<file path="src/rtl/key_bitmap_reader.sv">
// key_bitmap_reader: unloads a key bitmap snapshot as one ready/valid transfer per set bit, LSB first.
// Define KEY_SCAN_FAST_EN to replace the bit-serial scan with a one-cycle priority-encoder jump.
module key_bitmap_reader #(
  parameter int WIDTH = 64,
  parameter int IDX_W = (WIDTH > 1) ? $clog2(WIDTH) : 1
) (
  input  logic             clk,
  input  logic             reset,
  input  logic             load_valid,
  output logic             load_ready,
  input  logic [WIDTH-1:0] load_data,
  input  logic             flush,
  output logic             out_valid,
  input  logic             out_ready,
  output logic [IDX_W-1:0] out_index,
  output logic             out_last,
  output logic             busy
);

  typedef enum logic [1:0] {IDLE, SCAN, EMIT} state_t;

  state_t           state_q, state_d;
  logic [WIDTH-1:0] shadow_q, shadow_d;
  logic [IDX_W-1:0] ptr_q, ptr_d;

  logic [WIDTH-1:0] ptr_bit;
  logic [WIDTH-1:0] rest;
  logic             cur_bit;
  logic             accept;

`ifdef KEY_SCAN_FAST_EN
  function automatic logic [IDX_W-1:0] lowest_set(input logic [WIDTH-1:0] v);
    lowest_set = '0;
    for (int i = WIDTH - 1; i >= 0; i--) begin
      if (v[i]) lowest_set = IDX_W'(i);
    end
  endfunction
`endif

  // Bits still pending once the current index has been handed off.
  assign ptr_bit = WIDTH'(1) << ptr_q;
  assign rest    = shadow_q & ~ptr_bit;
  assign cur_bit = |(shadow_q & ptr_bit);

  always_comb begin
    load_ready = (state_q == IDLE) && !reset;
    out_valid  = (state_q == EMIT) && !reset;
    out_index  = out_valid ? ptr_q : '0;
    out_last   = out_valid && (rest == '0);
    busy       = (state_q != IDLE) && !reset;
  end

  assign accept = load_valid && load_ready;

  always_comb begin
    state_d  = state_q;
    shadow_d = shadow_q;
    ptr_d    = ptr_q;
    case (state_q)
      IDLE: begin
        if (accept) begin
          shadow_d = load_data;
          ptr_d    = '0;
          state_d  = SCAN;
        end
      end
      SCAN: begin
        if (flush) begin
          shadow_d = '0;
          state_d  = IDLE;
        end else if (shadow_q == '0) begin
          state_d = IDLE;
        end else begin
`ifdef KEY_SCAN_FAST_EN
          ptr_d   = lowest_set(shadow_q);
          state_d = EMIT;
`else
          if (cur_bit) state_d = EMIT;
          else         ptr_d   = ptr_q + IDX_W'(1);
`endif
        end
      end
      EMIT: begin
        // Flush drops the presented index even when out_ready is high.
        if (flush) begin
          shadow_d = '0;
          state_d  = IDLE;
        end else if (out_ready) begin
          shadow_d = rest;
          ptr_d    = (ptr_q == IDX_W'(WIDTH - 1)) ? ptr_q : ptr_q + IDX_W'(1);
          state_d  = (rest == '0) ? IDLE : SCAN;
        end
      end
      default: state_d = IDLE;
    endcase
  end

  always_ff @(posedge clk or posedge reset) begin
    if (reset) begin
      state_q  <= IDLE;
      shadow_q <= '0;
      ptr_q    <= '0;
    end else begin
      state_q  <= state_d;
      shadow_q <= shadow_d;
      ptr_q    <= ptr_d;
    end
  end

endmodule
</file>
<file path="config.mk">
export PLATFORM = sky130hd
export DESIGN_NAME = key_bitmap_reader
export DESIGN_NICKNAME = d
export VERILOG_FILES = /design/src/rtl/key_bitmap_reader.sv
export SDC_FILE = /design/constraint.sdc
export NUM_CORES = 1
export LEC_CHECK = 0
export ABC_CLOCK_PERIOD_IN_PS = 3680
export CORE_ASPECT_RATIO = 0.9
export CORE_MARGIN = 5
export CORE_UTILIZATION = 56
export CTS_CLUSTER_SIZE = 25
export DETAILED_ROUTE_END_ITERATION = 7
export PLACE_DENSITY_LB_ADDON = 0.2
export SLEW_MARGIN = 40
export SYNTH_ARGS = -nofsm -noshare
export SYNTH_HDL_FRONTEND = slang
export SYNTH_SLANG_ARGS = --single-unit
export TNS_END_PERCENT = 10
</file>
<file path="constraint.sdc">
create_clock -name clk -period 3.68 [get_ports clk]
set_input_delay 0.736 -clock clk [delete_from_list [all_inputs] [get_ports clk]]
set_output_delay 0.736 -clock clk [all_outputs]
set_load 0.05 [all_outputs]
</file>
==> results.txt <==
Maximum number of buffers from clock root to sink: 2
Number of CTS-inserted buffers: 9
Routability Congestion: 1.20
Data required time at the worst endpoint: 2.94 ns
Most frequent cells in the layout: 82 x sky130_fd_sc_hd__o21ai_0, 76 x sky130_fd_sc_hd__nor2_1, 75 x sky130_fd_sc_hd__clkdlybuf4s50_1
Wire length per cell after detailed routing: 27.4 µm
Half-perimeter wire length after placement: 17.9 mm
NumNets Final: 851
Die outline height: 104 µm
# H-tree levels: 3
First-pass DRT Iterations: 8
Nets in the synthesized netlist: 742
Switching portion of total power: 49.3%
Total Routing Usage GR: 40.1%
Cts-stage hold buffer count: 0
Class of the most critical setup path: reg2out
Wirelength, routed: 24.7 mm
Initial antenna violation count: 1
Vias in the first global route: 6,488
Biggest area consumer among synthesized cells: sky130_fd_sc_hd__dfrtp_1
Total power density per cell area: 757 mW/mm²
Placeable Area: 0.00966 mm²
Maximum net fanout on the critical path: 11
Final clock period utilization by the worst path: 101%
Clock group share of total power: 10.9%
Sequential cell area fraction in the yosys report: 32.6%
Arrival @ worst endpoint: 2.99 ns
Top post-synthesis cells by area: sky130_fd_sc_hd__dfrtp_1 33%, sky130_fd_sc_hd__a22o_1 10%, sky130_fd_sc_hd__o21ai_0 7.9%
Ys async rst share: 100%
Clock root buffer master: sky130_fd_sc_hd__clkbuf_8
Power share of the combinational group: 57.3%
Cell row count: 34
Die Wd: 115 µm
DRC Markers: 62
Number of failing hold endpoints at the final stage: 0
Worst-margin pin slew: 0.591 ns
Overall die area: 0.0119 mm²
Maximum achievable frequency: 268 MHz
Final global-route overflow total: 0
Number of nets still failing antenna checks after routing: 0
Worst setup slack after placement: 0.0870 ns
Most common library cell in the layout ignoring fill and taps: sky130_fd_sc_hd__o21ai_0
# setup viols final: 1
Worst vdd rail ir drop: 1.20 mV
Cell internal power dissipation: 2770 µW
Number of vias in the routed layout: 6,703
Max Cap Viol: 0
Worst hold path class: reg2reg
Number of standard cells after synthesis: 663
Growth of design area from synthesis to finish: 30.9%
Worst Clk Skew: 0.00813 ns
Starting density of the core: 57.2%
Pin count of the biggest net entering global routing: 65
Clock tree from TritonCTS: built
Synthesis Warnings: 0
Min Clock Period, post-route: 3.73 ns
Result of the run: complete, but fails checks
Worst setup EP type: output pin
DRC violation total after the first TritonRoute iteration: 976
Total chip power: 5470 µW
Share of the core filled with cells: 74.9%
I/O pins: 79
Netlist Area Pre-Place: 0.00552 mm²
Library cells used by synthesis: 69
Max-slew violation total from the final report: 0
Via density: 7.42
Number of enable-type register cells in the synthesized netlist: 0
IO Port Bufs: 78
Number of sinks handled by clock tree synthesis: 72
Antenna Cells: 0
Violated checks: design-rule violations, negative setup slack
CTS clock-pin slew for the worst setup and hold paths: 0.08 ns
Sequential share of power: 31.8%
Layout cells sized above 1: 18.4%
Net switching power: 2700 µW
Static leakage: 0.00274 µW
Top-area cell type share of the netlist area: 32.6%
Category of the worst setup path launch point: flop
Wire length of the first global-routing pass: 37.2 mm
Slew HR: 60.6%
Mean Syn Cell Area: 8.33 µm²
Worst-case setup margin in the final layout: -0.0454 ns
Top_reg_cell synth: sky130_fd_sc_hd__dfrtp_1
Clk Latency, worst-skew pair: 0.37 ns
Total of flip-flops plus latches after synthesis: 72
==> repair_timing <==
action / CTS / global route
endpoints found under the setup margin: 1 / 1
resized for setup: 33 / 23
gates cloned: 0 / 0
setup buffers: 6 / 16
pin swaps: 5 / 10
==> state kept, by name (all words and copies together) (netlist names) <==
signal / flops
ptr_q: 6
shadow_q: 64
state_q: 2
==> final timing paths <==
check | endpoint | depth (start not counted) | slack, ns | start
max | out_last | 9 | -0.05 | ptr_q[4]$_DFFE_PP0P_
min | state_q[1]$_DFFE_PP0P_ | 1 | 0.56 | state_q[1]$_DFFE_PP0P_
max reg2reg | state_q[1]$_DFFE_PP0P_ | 11 | 0.47 | ptr_q[0]$_DFFE_PP0P_
min reg2reg | state_q[1]$_DFFE_PP0P_ | 1 | 0.56 | state_q[1]$_DFFE_PP0P_
max in group asynchronous | shadow_q[27]$_DFFE_PP0P_ | 3 | 2.05 | reset
min in group asynchronous | shadow_q[18]$_DFFE_PP0P_ | 3 | 1.13 | reset
==> synthesized netlist by cell type, types with 5 or more instances <==
cell type / n
sky130_fd_sc_hd__o21ai_0: 87
sky130_fd_sc_hd__nor2_1: 76
sky130_fd_sc_hd__dfrtp_1: 72
sky130_fd_sc_hd__a22o_1: 66
sky130_fd_sc_hd__clkbuf_1: 30
sky130_fd_sc_hd__nor4_1: 29
sky130_fd_sc_hd__inv_1: 24
sky130_fd_sc_hd__nand2_1: 22
sky130_fd_sc_hd__nor3_1: 21
sky130_fd_sc_hd__nand4_1: 20
sky130_fd_sc_hd__nand3b_1: 15
sky130_fd_sc_hd__buf_2: 13
sky130_fd_sc_hd__o31ai_1: 13
sky130_fd_sc_hd__nand3_1: 12
sky130_fd_sc_hd__nand2b_1: 11
sky130_fd_sc_hd__ha_1: 10
sky130_fd_sc_hd__o21a_1: 10
sky130_fd_sc_hd__a21oi_1: 9
sky130_fd_sc_hd__buf_6: 8
sky130_fd_sc_hd__o32a_1: 8
sky130_fd_sc_hd__mux2i_1: 7
sky130_fd_sc_hd__nor2b_1: 6
sky130_fd_sc_hd__o2111ai_1: 6
sky130_fd_sc_hd__o32ai_1: 5
sky130_fd_sc_hd__or3b_1: 5
==> per-stage QoR <==
stage / std cells / setup TNS (ns) / cell area (µm²) / hold slack, ns
6_report: 903 / -0.0454 / 7230 / 0.562
3_5_place_dp: 866 / 0 / 6610 / 0.548
4_1_cts: 888 / 0 / 6970 / 0.565
3_3_place_gp: 866 / 0 / 6610 / 0.535
2_1_floorplan: 663 / 0 / 5530 / 0.504
5_1_grt: 903 / -0.0213 / 7230 / 0.577
==> cell type report <==
class,instances,area [µm²]
clock inverters,6,43.8
clock buffers,10,138
well taps,126,158
multi-input cells,511,3590
repair buffers,153,1390
fillers,738,2430
inverters,25,103
flip-flops and latches,72,1810
==> worst max-delay path, cell delays in order (launching register included) <==
cell	delay, ns
sky130_fd_sc_hd__dfrtp_2	0.46
sky130_fd_sc_hd__buf_4	0.16
sky130_fd_sc_hd__buf_4	0.17
sky130_fd_sc_hd__or2_2	0.39
sky130_fd_sc_hd__o22a_1	0.23
sky130_fd_sc_hd__o22ai_1	0.35
sky130_fd_sc_hd__o2111a_1	0.27
sky130_fd_sc_hd__nand4_1	0.16
sky130_fd_sc_hd__nor4_4	0.24
sky130_fd_sc_hd__buf_12	0.18
==> power by group through the flow <==
| stage | sequential [µW] | clock, µW | combinational (µW) |
|---|---|---|---|
| 6_report | 1740 | 599 | 3130 |
| 2_1_floorplan | 1380 | 0 | 2060 |
| 3_3_place_gp | 1650 | 0 | 2660 |
| 4_1_cts | 1650 | 604 | 2870 |
| 5_1_grt | 1720 | 641 | 3340 |
| 3_5_place_dp | 1640 | 0 | 2750 |
==> layer usage <==
layer	vias to the layer above	track usage, %	part of all wire, %
li1	2768	-	-
met1	3156	52.2	37
met2	583	56.2	41
met3	194	15.8	15
met4	2	21.7	7.3
met5	-	1.78	0.053
==> cells by family after synthesis <==
group	Yosys count	share of synthesized area (%)
AND/OR/NAND/NOR	247	24.4
flip-flops	72	32.6
AO/OA/AOI/OAI	242	31.4
adder cells (fa/ha/maj)	10	2.27
buffers and inverters	80	6.89
multiplexers	12	2.42
Note: power is estimated with default switching activity, not from simulation.
